===== src/rtl/delay_buffer_if.sv =====
// Stream bundle between a sample producer, the delay buffer and the
// downstream butterfly stage: input handshake, output pair handshake,
// flush request and priming status.
interface delay_buffer_if #(
    parameter int width_p = 16
);
    logic               flush_i;
    logic               valid_i;
    logic               ready_o;
    logic [width_p-1:0] data_i;
    logic               valid_o;
    logic               ready_i;
    logic [width_p-1:0] data_o;
    logic [width_p-1:0] delayed_o;
    logic               primed_o;

    // Producer / consumer side (drives samples, accepts pairs).
    modport master (
        output flush_i, valid_i, data_i, ready_i,
        input  ready_o, valid_o, data_o, delayed_o, primed_o
    );

    // Delay buffer side.
    modport slave (
        input  flush_i, valid_i, data_i, ready_i,
        output ready_o, valid_o, data_o, delayed_o, primed_o
    );
endinterface


===== src/rtl/delay_buffer.sv =====
// Streaming sample delay line. Every accepted sample x[n] is emitted as a
// registered pair {x[n], x[n-depth_p]}; the delayed half reads as zero until
// depth_p samples have been seen since the last flush or reset.
module delay_buffer #(
    parameter int width_p = 16,
    parameter int depth_p = 16
) (
    input  logic          clk_i,
    input  logic          reset_ni,
    delay_buffer_if.slave bus
);
    localparam int ptr_width_lp  = (depth_p == 1) ? 1 : $clog2(depth_p);
    localparam int fill_width_lp = $clog2(depth_p + 1);

    localparam logic [ptr_width_lp-1:0]  ptr_last_lp = ptr_width_lp'(depth_p - 1);
    localparam logic [fill_width_lp-1:0] fill_full_lp = fill_width_lp'(depth_p);

    logic [width_p-1:0]       mem [depth_p];
    logic [ptr_width_lp-1:0]  ptr_r;
    logic [fill_width_lp-1:0] fill_r;
    logic                     valid_r;
    logic [width_p-1:0]       data_r;
    logic [width_p-1:0]       delayed_r;

    logic                     primed;
    logic                     ready;
    logic                     accept;
    logic [width_p-1:0]       old_sample;

    assign primed     = (fill_r == fill_full_lp);
    assign ready      = !bus.flush_i && (!valid_r || bus.ready_i);
    assign accept     = bus.valid_i && ready;
    // Read-before-write: the slot about to be overwritten holds x[n-depth_p].
    assign old_sample = mem[ptr_r];

    // History storage: one write per accepted sample at the current pointer.
    // NOTE: the sample array is deliberately left out of reset; stale entries
    // are never observed because fill gates the delayed output.
    always_ff @(posedge clk_i) begin
        if (accept) begin
            mem[ptr_r] <= bus.data_i;
        end
    end

    // Wrap-around pointer and saturating fill count.
    // NOTE: all sequential state uses non-blocking assignments so every
    // register samples pre-edge values, which the read-before-write relies on.
    always_ff @(posedge clk_i or negedge reset_ni) begin
        if (!reset_ni) begin
            ptr_r  <= '0;
            fill_r <= '0;
        end else if (bus.flush_i) begin
            ptr_r  <= '0;
            fill_r <= '0;
        end else if (accept) begin
            ptr_r <= (ptr_r == ptr_last_lp) ? '0 : ptr_r + 1'b1;
            if (!primed) begin
                fill_r <= fill_r + 1'b1;
            end
        end
    end

    // Registered output pair with valid/ready handshake.
    always_ff @(posedge clk_i or negedge reset_ni) begin
        if (!reset_ni) begin
            valid_r   <= 1'b0;
            data_r    <= '0;
            delayed_r <= '0;
        end else if (bus.flush_i) begin
            valid_r   <= 1'b0;
            data_r    <= '0;
            delayed_r <= '0;
        end else if (accept) begin
            valid_r   <= 1'b1;
            data_r    <= bus.data_i;
            delayed_r <= primed ? old_sample : '0;
        end else if (valid_r && bus.ready_i) begin
            valid_r <= 1'b0;
        end
    end

    assign bus.ready_o   = ready;
    assign bus.valid_o   = valid_r;
    assign bus.data_o    = data_r;
    assign bus.delayed_o = delayed_r;
    assign bus.primed_o  = primed;
endmodule

===== src/flat_wrapper.sv =====
// flat-port wrapper written by rule: the top's interface ports become plain ports
module delay_buffer_flat 
#(
    parameter int width_p = 16,
    parameter int depth_p = 16
)
  (clk_i, reset_ni, bus_flush_i, bus_valid_i, bus_data_i, bus_ready_i, bus_ready_o, bus_valid_o, bus_data_o, bus_delayed_o, bus_primed_o);
  delay_buffer_if #(.width_p(width_p)) bus_i ();
  input  logic clk_i;
  input  logic reset_ni;
  input wire logic [$bits(bus_i.flush_i)-1:0] bus_flush_i;
  input wire logic [$bits(bus_i.valid_i)-1:0] bus_valid_i;
  input wire logic [$bits(bus_i.data_i)-1:0] bus_data_i;
  input wire logic [$bits(bus_i.ready_i)-1:0] bus_ready_i;
  output wire logic [$bits(bus_i.ready_o)-1:0] bus_ready_o;
  output wire logic [$bits(bus_i.valid_o)-1:0] bus_valid_o;
  output wire logic [$bits(bus_i.data_o)-1:0] bus_data_o;
  output wire logic [$bits(bus_i.delayed_o)-1:0] bus_delayed_o;
  output wire logic [$bits(bus_i.primed_o)-1:0] bus_primed_o;
  assign bus_i.flush_i = bus_flush_i;
  assign bus_i.valid_i = bus_valid_i;
  assign bus_i.data_i = bus_data_i;
  assign bus_i.ready_i = bus_ready_i;
  assign bus_ready_o = bus_i.ready_o;
  assign bus_valid_o = bus_i.valid_o;
  assign bus_data_o = bus_i.data_o;
  assign bus_delayed_o = bus_i.delayed_o;
  assign bus_primed_o = bus_i.primed_o;
  delay_buffer #(.width_p(width_p), .depth_p(depth_p)) u_core (.clk_i(clk_i), .reset_ni(reset_ni), .bus(bus_i));
endmodule

===== config.mk =====
export PLATFORM = sky130hd
export DESIGN_NAME = delay_buffer_flat
export DESIGN_NICKNAME = d
export VERILOG_FILES = /design/src/rtl/delay_buffer_if.sv /design/src/rtl/delay_buffer.sv /design/src/flat_wrapper.sv
export SDC_FILE = /design/constraint.sdc
export NUM_CORES = 1
export LEC_CHECK = 0
export CAP_MARGIN = 20
export CORE_ASPECT_RATIO = 1.25
export CORE_MARGIN = 5
export CORE_UTILIZATION = 55
export DETAILED_ROUTE_END_ITERATION = 16
export GPL_ROUTABILITY_DRIVEN = 0
export MAX_ROUTING_LAYER = met4
export PLACE_DENSITY = 0.85
export SYNTH_ARGS = -nofsm -noshare
export SYNTH_HDL_FRONTEND = slang
export SYNTH_SLANG_ARGS = --single-unit

===== constraint.sdc =====
create_clock -name clk_i -period 7.5 [get_ports clk_i]
set_input_delay 2.25 -clock clk_i [delete_from_list [all_inputs] [get_ports clk_i]]
set_output_delay 2.25 -clock clk_i [all_outputs]
set_load 0.01 [all_outputs]

== Word-level counts from Yosys, hierarchy flattened ==
Memory sizes are Yosys's and may differ from the RTL's.
Cells that the tools add are included.
W data, S select, Z words.
Word-level totals
  register bits: 42
  bits in latches: 0
  RAM bits: 256
  bits in read-only memories: 0
  input port bits: 21
  output and inout bits: 35
  word-level logic and storage cells: 36
  memories kept: 1
Memory list
  u_core.mem: depth 16, bits a word 16, read ports 1, clocked after Yosys merged registers in 0, wr ports 1, RTL line delay_buffer.sv:18  | logic [width_p-1:0] mem [depth_p];
Operators by class
  add/sub/neg operators: 2
  multiply operators: 0
  divide/modulo/power cells: 0
  $lt $le $gt $ge: 0
  equality and inequality tests: 3
  shift operators: 0
  mux-type cells: 16
  bitwise gates (word level): 0
  reductions and logical operators: 9
Operators with widths (count)
  $mux W16: 5
  $mux W5: 3
  $mux W4: 3
  $add A5 B1 Y5 const B: 1
  $eq A5 B5 Y1 const B: 1
  $mux W1: 5
  $add A4 B1 Y4 const B: 1
  $eq A4 B4 Y1 const B: 1
  $logic_and A1 B1 Y1: 3
  $reduce_bool A3 Y1: 1
  $logic_not A1 Y1: 2
  $ne A2 B2 Y1 const B: 1
  $reduce_and A2 Y1: 1
  $reduce_bool A2 Y1: 1
  $logic_or A1 B1 Y1: 1

== Logic depth before layout (Yosys ltp) ==
Gate-level depths: netlist of the first run.
  depth after elaboration: 6
  depth in mapped cells: 8
  mapped depth without buffers: 7

== Worst setup path after synthesis of the first run ==
No wires, ideal clock.
  kind: input to output
  from: input bus_flush_i
  to: output bus_ready_o
  data arrival time: 2.918 ns
  required time: 5.250 ns
  setup slack: 2.332 ns
  stages: 3
  buffers on the path: 2
  cells stage by stage: clkbuf_1 clkbuf_1 nor2_1
On the way
  cells in the longest elaborated chain, start to end: 2
RTL lines
  from (decl): RTL line flat_wrapper.sv:11  | input wire logic [$bits(bus_i.flush_i)-1:0] bus_flush_i;
  $logic_not A1 Y1: RTL line delay_buffer.sv:31  | assign ready = !bus.flush_i && (!valid_r || bus.ready_i);
  $logic_and A1 B1 Y1: RTL line delay_buffer.sv:31
  to (decl): RTL line flat_wrapper.sv:15  | output wire logic [$bits(bus_i.ready_o)-1:0] bus_ready_o;
No other way between the ends.

== Worst setup path in the final report of the first run ==
Ends and elaborated chain as after synthesis.

==> results of run 1 <==
[worst paths after layout]
path                                      endpoint  slack [ns]  cells after the start
setup reg to reg                  u_core.mem[4][9]        4.49                      4
setup / recovery                       bus_ready_o        1.61                      4
min in group asynchronous    u_core.bus.data_o[11]        1.91                      1
hold reg to reg            u_core.bus.delayed_o[1]        0.53                      2
hold / removal             u_core.bus.delayed_o[1]        0.53                      2
max in group asynchronous          u_core.ptr_r[0]        4.83                      1
[critical path, cell delays in order]
cell	delay [ns]
clkdlybuf4s50_1	0.48
buf_4	0.31
nor2_1	0.09
clkdlybuf4s50_1	0.49
[logic make-up (layout without fill, tap and decap cells)]
group / Yosys count / count (layout) / share of synthesized area [%]
xor gates and xnor gates: 6 / 6 / 0.4539
adders and majority gates: 6 / 6 / 0.6484
buffers and inverters: 40 / 122 / 1.988
muxes: 97 / 97 / 15.30
and+or+nand+nor: 79 / 79 / 3.285
AOI/OAI and AO/OA: 54 / 54 / 2.853
DFF: 298 / 298 / 75.47
[area by class of cell]
cell class / instances / area [um2]
clock buffer: 33 / 685.7
clock inverter: 12 / 141.4
fill: 1274 / 7522
timing repair buffer: 67 / 635.6
sequential: 298 / 8743
inverter: 10 / 37.54
multi-input combinational: 242 / 2635
tap: 274 / 342.8
[layout by cell type, fill, tap and decap left out, types with 6 or more instances in the layout]
cell type        Yosys  routed
edfxtp_1           256     256
mux4_2              64      64
clkdlybuf4s50_1      0      54
dfrtp_1             42      40
nand2_1             36      36
mux2i_1             33      33
clkbuf_16            0      25
a21oi_1             21      21
o21ai_1             17      17
a2bb2oi_1           16      16
nor2_1              12      12
buf_4                0      12
inv_1                6       6
and2_1               6       6
ha_1                 6       6
[power by group through the flow]
stage               sequential (uW)  clock (uW)  combinational [uW]
global placement               1870           0                 187
global route                   1840        1390                 211
CTS                            1840        1310                 198
floorplan                      1860           0                 133
finish                         1840        1300                 197
detailed placement             1870           0                 194
[per-layer routing]
layer,part of all wire (%),up-vias
met5,0,-
met4,2.4,0
met3,6.0,45
met2,53,298
met1,39,3076
li1,-,2442
[flip-flops by register name, summed over array words and instances (netlist names)]
signal and flops:
u_core.bus.valid_o 1, u_core.bus.delayed_o 16, u_core.bus.data_o 16, u_core.ptr_r 4, u_core.fill_r 5, u_core.mem 256
[per-stage QoR]
step                instance area (um2)  power [uW]  setup slack [ns]  hold WS (ns)  utilization [%]
floorplan                         11580        1994             2.332        0.5044                -
global placement                  12390        2055             1.615        0.4968            59.75
detailed placement                12390        2064             1.617        0.5089            59.75
CTS                               13220        3346             1.609        0.5184            63.74
global route                      13220        3436             1.548        0.5622            63.74
finish                            13220        3331             1.605        0.5269            63.74
==> flow_summary.yaml, run 1 <==
synthesis:
  synth-edff-count: 256
  yosys-top-cells-count: "edfxtp_1, mux4_2, dfrtp_1, nand2_1, mux2i_1"
  synth_area_leaders: "edfxtp_1, mux4_2, dfrtp_1"
  mappedNetlistArea_um2: 11580
  seq_area_frac_synth_pct: 75.47
  yosysMostFrequentCell: "edfxtp_1"
  synth_top_flop_cell: "edfxtp_1"
  async_flop_share_pct: 14.09
  ys_warn_count: 0
  syn_inst: 580
  yosys.area.top_type: "edfxtp_1"
  ys_seq_elements: 298
  yosysTopAreaCellShare_pct: 66.39
  syn_nets: 607
  synth.avg_cell_area_um2: 19.96
  synth_cell_types: 33
cts:
  post_cts.repair.setup_buffers: 0
  cts_resized: 0
  clkTransAtPathRegs_ns: 0.06
  cts_htree_levels: 1
  root_buffer: "clkbuf_16"
  clk_latency_ns: 0.52
  clk_path_buf_depth: 3
  clkSinkCount: 298
  cts_tree: "built"
  hold_buffers: 0
  cts_buffers: 25
sta:
  fmax_mhz: 169.6
  period_share_pct: 78.59
  worstMarginPinSlew_ns: 1.074
  slew_violations: 0
  finalHoldViolations: 0
  period_minus_slack_ns: 5.895
  setup_viol: 0
  slew_headroom_pct: 28.27
  worst_clock_skew_ns: 0.01047
  setup_tns_ns: 0
  rsz0062_at_grt: "no"
power:
  p_sw_uw: 674.3
  power_density_nw_per_um2: 252.0
  p_comb_share_pct: 5.9
  swShare_pct: 20.24
  seq_power_share_pct: 55.1
  clkPwrFrac_pct: 39.0
  irDropWorstVdd_mv: 0.2215
  p_int_uw: 2657
  p_leak_uw: 0.004525
worst_setup_path:
  critPathLaunchType: "input pin"
  startpoint: "bus_flush_i"
  r2r_start: "u_core.bus.valid_o"
  crit_arrival_ns: 3.64
  required_ns: 5.25
  crit_fanout: 30
  endpoint_kind: "output port"
  path_class: "in -> out"
grt:
  grt.busiest_layer: "met2"
  first_global_vias: 6236
  grt_pass1_wl_um: 36910
  grt_max_degree: 48
  grt_remaining_overflow: 0
  antenna_found_initial: 0
  grt_use_met2_pct: 35.25
  track_usage_pct: 20.74
  grtUsageMet3_pct: 2.379
  gr-usage-met1_pct: 27.21
die:
  die_h_um: 172.2
  fp.coreArea_um2: 20740
  initial_core_util_pct: 55.82
  die_area_um2: 24070
  dieWidth_um: 139.8
  io-pin-count: 56
  row_count: 59
finish:
  fin_nets: 671
  layout-drive-gt1-share_pct: 19.18
  syn_to_final_growth_pct: 14.19
  n_antenna_cell: 0
  fin_cells: 936
route:
  remaining_drc_errors: 0
  wl_per_cell_um: 25.44
  vias: 5861
  first_iter_violations: 689
  antenna_left: 0
  viasPerCell: 6.262
  drt-total-wl_um: 23810
  first_pass_iters: 5
min_path:
  hold_path_class: "reg -> reg"
  holdCritStartpoint: "u_core.bus.delayed_o[1]"
job:
  max-cap-violations: 0
placed_design:
  dp.cells: 891
  port_buffers: 55
  dp_hpwl_um: 13960
run_status:
  outcome: "finished, final reports clean"
Note: power is estimated with default switching activity, not from simulation.
==> inputs of run 2 (changes only) <==
CORE_UTILIZATION = 54   (was 55)
PLACE_DENSITY = 0.86   (was 0.85)
clock period = 5.28 ns   (was 7.5 ns; I/O delays follow)
==> run 2 against run 1 <==
  * Via count rose by 0.73%
  * First-iteration DRC count down 12%
  * Clock power grew 48%
==> flow_summary.yaml, run 2 (same netlist as run 1, synthesis figures left out) <==
run_status:
  outcome: "finished, final reports clean"
grt:
  grt_pass1_wl_um: 37650
  track_usage_pct: 20.70
  grt_max_degree: 51
  first_global_vias: 6342
  grt_remaining_overflow: 0
  antenna_found_initial: 0
finish:
  fin_nets: 675
  mostFrequentLayoutCells: "edfxtp_1, mux4_2, clkdlybuf4s50_1"
  n_antenna_cell: 0
  layout-drive-gt1-share_pct: 19.67
  syn_to_final_growth_pct: 15.06
  fin_cells: 945
  final_common_cell: "edfxtp_1"
  top_register: "u_core.mem"
  largest_register_ffs: 256
die:
  row_count: 60
  die_area_um2: 24490
  dieWidth_um: 141.0
  initial_core_util_pct: 54.31
  io-pin-count: 56
  fp.coreArea_um2: 21320
  die_h_um: 173.7
worst_setup_path:
  critPathLaunchType: "input pin"
  r2r_slack_ns: 2.41
  path_cells: "clkdlybuf4s50_1 > nor2b_1 > nor2_1 > clkdlybuf4s50_1"
  crit_end: "bus_ready_o"
  cp_slowest_cell: "clkdlybuf4s50_1"
  r2r_start: "u_core.ptr_r[1]"
  path_class: "in -> out"
  reg2regPathDepth: 3
  path_common_cell: "clkdlybuf4s50_1"
  crit_fanout: 4
  max_stage_delay_ns: 0.49
  startpoint: "bus_ready_i"
  endpoint_kind: "output port"
  reg2reg_to: "u_core.mem[4][8]"
  required_ns: 3.70
  crit_arrival_ns: 2.90
route:
  first_iter_violations: 608
  first_pass_iters: 5
  wl_per_cell_um: 25.70
  antenna_left: 0
  remaining_drc_errors: 0
  viasPerCell: 6.248
  drt-total-wl_um: 24290
  vias: 5904
sta:
  rsz0062_at_grt: "no"
  worst_clock_skew_ns: 0.009062
  fin_hold_ws_ns: 0.5169
  finalHoldViolations: 0
  period_minus_slack_ns: 4.480
  worstMarginPinSlew_ns: 1.121
  setup_tns_ns: 0
  period_share_pct: 84.85
  fmax_mhz: 223.2
  slew_headroom_pct: 25.27
  slew_violations: 0
  setup_viol: 0
cts:
  clk_latency_ns: 0.51
  cts_buffers: 25
  cts_tree: "built"
  cts_htree_levels: 1
  hold_buffers: 0
  clk_path_buf_depth: 3
  cts_resized: 0
  clkTransAtPathRegs_ns: 0.06
  root_buffer: "clkbuf_16"
  post_cts.repair.setup_buffers: 0
  clkSinkCount: 298
placed_design:
  dp.cells: 898
  dp_hpwl_um: 14310
  port_buffers: 55
power:
  power_density_nw_per_um2: 361.1
  p_leak_uw: 0.004568
  p_total_uw: 4810
  irDropWorstVdd_mv: 0.2743
min_path:
  hold_path_class: "reg -> reg"
  holdCritStartpoint: "u_core.bus.delayed_o[10]"
job:
  max-cap-violations: 0
run 2: report_power, final:
group	switching, uW	total (uW)	internal, uW	leakage (uW)
combinational	145	278	133	0.00127
clock	783	1920	1140	0.000422
sequential	32.7	2610	2580	0.00288
total	961	4810	3850	0.00457
run 2: critical path, delay by kind of cell:
kind                   cells  cell delay [ns]
and+or+nand+nor            2             0.39
buffers and inverters      2             0.92
run 2: final cells by class:
cell class	instances	area, um2
tap	279	349.1
inverter	10	37.54
timing repair buffer	71	690.7
clock buffer	39	759.5
clock inverter	6	107.6
fill	1396	7998
multi-input combinational	242	2635
sequential	298	8743
run 2: worst min path at each step:
| stage | cells past startpoint | end | slack, ns |
|---|---|---|---|
| detailed placement | 2 | u_core.bus.delayed_o[10] | 0.50 |
| global placement | 2 | u_core.bus.delayed_o[12] | 0.49 |
| finish | 2 | u_core.bus.delayed_o[10] | 0.52 |
| CTS | 2 | u_core.bus.delayed_o[10] | 0.52 |
| global route | 2 | u_core.bus.data_o[4] | 0.55 |
| floorplan | 2 | u_core.fill_r[4] | 0.50 |
run 2: per-stage QoR:
step | area (um2) | util (%) | worst slack, ns
finish | 13320 | 62.49 | 0.8000
global route | 13320 | 62.49 | 0.7160
floorplan | 11580 | - | 1.087
CTS | 13280 | 62.30 | 0.8046
detailed placement | 12420 | 58.23 | 0.8227
global placement | 12420 | 58.23 | 0.8446
run 2: routing by layer:
metal / GRT usage [%] / routed length, um / up-vias
li1: - / - / 2453
met1: 26.65 / 9000 / 3033
met2: 34.74 / 12850 / 352
met5: - / 0 / -
met4: 7.431 / 871 / 0
met3: 1.987 / 1560 / 66
